--- src/rtl/wide_add_seq.sv ---
// Multi-word adder: one 32-bit add-with-carry stage reused over NW words, LSW first.
// Latency: out_valid rises NW cycles after the accepting edge.
// Backpressure: results hold while out_ready is low; in_ready stays low until the drain.
module wide_add_seq #(
    parameter int NW = 4
) (
    input  logic              clk,
    input  logic              rst,
    input  logic              in_valid,
    output logic              in_ready,
    input  logic [32*NW-1:0]  a,
    input  logic [32*NW-1:0]  b,
    input  logic              cin,
    output logic              out_valid,
    input  logic              out_ready,
    output logic [32*NW-1:0]  sum,
    output logic              cout,
    output logic              ovf,
    output logic              busy
);

    localparam int W  = 32 * NW;
    localparam int IW = $clog2(NW);

    typedef enum logic [1:0] {
        IDLE = 2'd0,
        ADD  = 2'd1,
        DONE = 2'd2
    } state_t;

    state_t          state;
    state_t          state_nxt;
    logic [IW-1:0]   idx;
    logic            carry;
    logic [W-1:0]    a_r;
    logic [W-1:0]    b_r;

    logic [31:0]     word_a;
    logic [31:0]     word_b;
    logic [31:0]     word_sum;
    logic            word_cout;
    logic            accept;
    logic            last;

    // The single shared word adder; operands come from the registered copies only.
    always_comb begin
        word_a = a_r[{idx, 5'd0} +: 32];
        word_b = b_r[{idx, 5'd0} +: 32];
        {word_cout, word_sum} = {1'b0, word_a} + {1'b0, word_b} + {32'd0, carry};
    end

    assign last = (idx == IW'(NW - 1));

    always_comb begin
        state_nxt = state;
        in_ready  = 1'b0;
        out_valid = 1'b0;
        busy      = 1'b1;
        accept    = 1'b0;
        case (state)
            IDLE: begin
                in_ready = 1'b1;
                busy     = 1'b0;
                if (in_valid) begin
                    accept    = 1'b1;
                    state_nxt = ADD;
                end
            end
            ADD: begin
                if (last) state_nxt = DONE;
            end
            DONE: begin
                out_valid = 1'b1;
                if (out_ready) state_nxt = IDLE;
            end
            default: begin
                state_nxt = IDLE;
            end
        endcase
    end

    always_ff @(posedge clk or posedge rst) begin
        if (rst) begin
            state <= IDLE;
        end else begin
            state <= state_nxt;
        end
    end

    always_ff @(posedge clk or posedge rst) begin
        if (rst) begin
            idx   <= '0;
            carry <= 1'b0;
            a_r   <= '0;
            b_r   <= '0;
            sum   <= '0;
            cout  <= 1'b0;
            ovf   <= 1'b0;
        end else if (accept) begin
            a_r   <= a;
            b_r   <= b;
            carry <= cin;
            idx   <= '0;
        end else if (state == ADD) begin
            sum[{idx, 5'd0} +: 32] <= word_sum;
            carry                  <= word_cout;
            if (last) begin
                // Top word: its sum MSB is the result sign for the overflow test.
                idx  <= '0;
                cout <= word_cout;
                ovf  <= (a_r[W-1] == b_r[W-1]) && (word_sum[31] != a_r[W-1]);
            end else begin
                idx <= idx + IW'(1);
            end
        end
    end

endmodule

--- config.mk ---
export PLATFORM = sky130hd
export DESIGN_NAME = wide_add_seq
export DESIGN_NICKNAME = d
export VERILOG_FILES = /design/src/rtl/wide_add_seq.sv
export SDC_FILE = /design/constraint.sdc
export NUM_CORES = 1
export LEC_CHECK = 0
export CAP_MARGIN = 40
export CORE_MARGIN = 2
export CORE_UTILIZATION = 35
export CTS_CLUSTER_SIZE = 30
export DETAILED_ROUTE_END_ITERATION = 16
export HOLD_SLACK_MARGIN = 0.02
export SYNTH_ARGS = -nofsm -noshare
export SYNTH_HDL_FRONTEND = slang
export SYNTH_SLANG_ARGS = --single-unit
--- constraint.sdc ---
create_clock -name clk -period 20.2 [get_ports clk]
set_input_delay 6.06 -clock clk [delete_from_list [all_inputs] [get_ports clk]]
set_output_delay 6.06 -clock clk [all_outputs]
set_load 0.01 [all_outputs]
==> qor.yml <==
netlist_instances: 1819
final_area_um2: 24200
slew_viol_final: 0
clockBufferDepth: 3
cts_num_sinks: 391
cts_tree: "done"
avgViaCountPerCell: 5.11
grt_pass1_vias: 14991
final_nets: 2469
io_pins: 394
fin_worst_skew_ps: 15.9
syn-cell-area_um2: 18000
post_cts_buffers: 0
yosysTopAreaCellShare: 0.543
grt_max_degree: 212
avgSynthCellArea_um2: 9.91
async_flop_share: 1.00
die_area_um2: 53400
start_kind: "primary input"
synth_area_leaders: "dfrtp_1 54%, nand2_1 17%, mux4_2 8.0%"
path_cells: "clkdlybuf4s50_1, and2_4, buf_12, buf_4, buf_4, buf_16, nand2_1, nand2_1"
cts_made_buffers: 43
ir_worst_vdd_v: 0.0000853
die_y_um: 231
fmax_mhz: 118
final_util: 0.473
drt_iter0_markers: 1251
fin_crit_sh: 0.419
grt_first_pass_wirelength_mm: 88.8
ys_ff_latch: 391
dr.pass1.iters: 5
grtUsageMet3: 0.0314
period_needed_ps: 8470
yosys_warnings: 0
grt-ovfl-total: 0
ant_nets: 0
ys_seq_area_frac: 0.543
core_area_um2: 51100
rsz0062_at_grt: "false"
setup_viol: 0
slew_headroom: 0.269
die_w_um: 231
synth-edff-count: 0
post_cts_resized: 0
top_usage_layer: "met2"
portBuffers: 393
nFillCells: 4831
p_leak_nw: 11.5
met1_usage: 0.319
cp.arrival_ps: 8960
synthFlopType: "dfrtp_1"
clkTransAtPathRegs_ps: 60
synth_cell_type_count: 64
cap_violations: 0
initial_core_util: 0.353
htreeDepth: 2
cts.root.buffer_cell: "clkbuf_16"
dpl.hpwl_mm: 41.5
crit_fanout: 82
antenna_found_initial: 2
route.vias.total: 14738
antennaDiodeCount: 0
register_area_um2: 9790
grtUsageTotal: 0.216
drive_gt1_frac: 0.0813
final_hold_viol_count: 0
crit_type: "in2reg"
end_kind: "register"
worstPathRequired_ps: 20700
outcome: "finished clean"
clk_latency_ps: 560
yosysTopAreaCell: "dfrtp_1"
power_mw: 4.58
drc: 0
tightest_slew_ps: 1100
met2_usage: 0.332
gp_congestion: 0.879
wl_mm: 57.5
fp-row-count: 83
multi_input_area_um2: 7810
hp-class: "reg2reg"
place_area_um2: 22700
p_per_area_nw_per_um2: 190
crit_slowest_cell: "buf_4"
syn2layout_area_growth_pct: 34.0
synth_fp_nets: 2119
setup_tns_ps: 0
wl_per_cell_um: 19.9
cpPeakStageDelay_ps: 670
cts_hold_buf: 0
cells in the final DEF, fill, tap and decap left out, types with 4 or more instances in the layout:
| master | count |
|---|---|
| a211o_1 | 5 |
| a21o_1 | 24 |
| a21oi_1 | 31 |
| a22o_1 | 98 |
| a31oi_1 | 6 |
| a32o_1 | 8 |
| and2_1 | 6 |
| and3_1 | 6 |
| buf_4 | 15 |
| bufinv_16 | 6 |
| clkbuf_1 | 7 |
| clkbuf_16 | 44 |
| clkbuf_8 | 8 |
| clkdlybuf4s50_1 | 393 |
| clkinv_2 | 8 |
| dfrtp_1 | 389 |
| ha_1 | 37 |
| inv_1 | 10 |
| inv_6 | 4 |
| mux4_2 | 64 |
| nand2_1 | 825 |
| nand2b_1 | 6 |
| nand3_1 | 19 |
| nand4_1 | 10 |
| nor2_1 | 29 |
| nor3_1 | 4 |
| o211ai_1 | 7 |
| o21a_1 | 4 |
| o21ai_0 | 24 |
| o31ai_1 | 11 |
| or3_1 | 5 |
| xnor2_1 | 14 |
| xor2_1 | 7 |
worst max-delay path, delay by kind of cell:
kind                   cells  cell delay, ps
buffers and inverters      5            2200
AND/OR/NAND/NOR            3             560
power by group:
group	switching (mW)	leakage, nW	internal (mW)
sequential	0.199	5.02	1.09
combinational	1.51	5.74	0.944
clock	0.327	0.749	0.508
sequential cells by signal, indices dropped and copies added (netlist names):
| name | cells |
|---|---|
| idx | 2 |
| sum | 128 |
| ovf | 1 |
| b_r | 128 |
| a_r | 128 |
| carry | 1 |
| cout | 1 |
| state | 2 |
Yosys cell counts (all sizes together) (4+ instances only):
master,number
a211o,5
a21o,24
a21oi,32
a22o,98
a31oi,6
a32o,8
and2,8
and3,6
buf,19
clkbuf,89
dfrtp,391
ha,37
inv,11
mux4,64
nand2,826
nand2b,6
nand3,19
nand4,10
nor2,32
nor3,5
o211ai,7
o21a,4
o21ai,27
o31ai,11
or3,5
xnor2,14
xor2,7
final timing paths:
check	to	depth (start not counted)	from	slack [ps]
min	b_r[125]$_DFFE_PP0P_	2	b_r[125]$_DFFE_PP0P_	470
max	b_r[90]$_DFFE_PP0P_	8	in_valid	11730
min reg2reg	b_r[125]$_DFFE_PP0P_	2	b_r[125]$_DFFE_PP0P_	470
max reg2reg	sum[94]$_DFFE_PP0P_	11	idx[0]$_DFFE_PP0P_	14770
min in group asynchronous	sum[67]$_DFFE_PP0P_	2	rst	6000
max in group asynchronous	b_r[57]$_DFFE_PP0P_	4	rst	12070
logic make-up after synthesis:
family,after synthesis,share of synthesized area
xor gates and xnor gates,21,0.0102
buffers and inverters,119,0.0257
muxes,66,0.0810
adders and majority gates,39,0.0279
AOI/OAI and AO/OA,253,0.110
DFF,391,0.543
and+or+nand+nor,930,0.203
stage by stage:
| step | hold WS, ps | setup WS (ps) | std cells |
|---|---|---|---|
| 2_1_floorplan | 440 | 3270 | 1819 |
| 3_3_place_gp | 453 | 10850 | 2800 |
| 3_5_place_dp | 457 | 11160 | 2804 |
| 4_1_cts | 473 | 11750 | 2882 |
| 5_1_grt | 492 | 11480 | 2882 |
| 6_report | 467 | 11730 | 2882 |
layer usage:
layer / wire [um] / vias to the layer above
li1: - / 6874
met1: 27500 / 7307
met2: 25800 / 467
met3: 2840 / 88
met4: 1300 / 2
met5: 13 / -
cell type report:
class | instances | share of cell area
clock buffers | 59 | 0.0512
clock inverters | 19 | 0.0112
inverters | 11 | 0.00202
multi-input cells | 1309 | 0.323
flip-flops and latches | 391 | 0.405
well taps | 680 | 0.0352
repair buffers | 413 | 0.172
(Power assumes the default switching activity.)
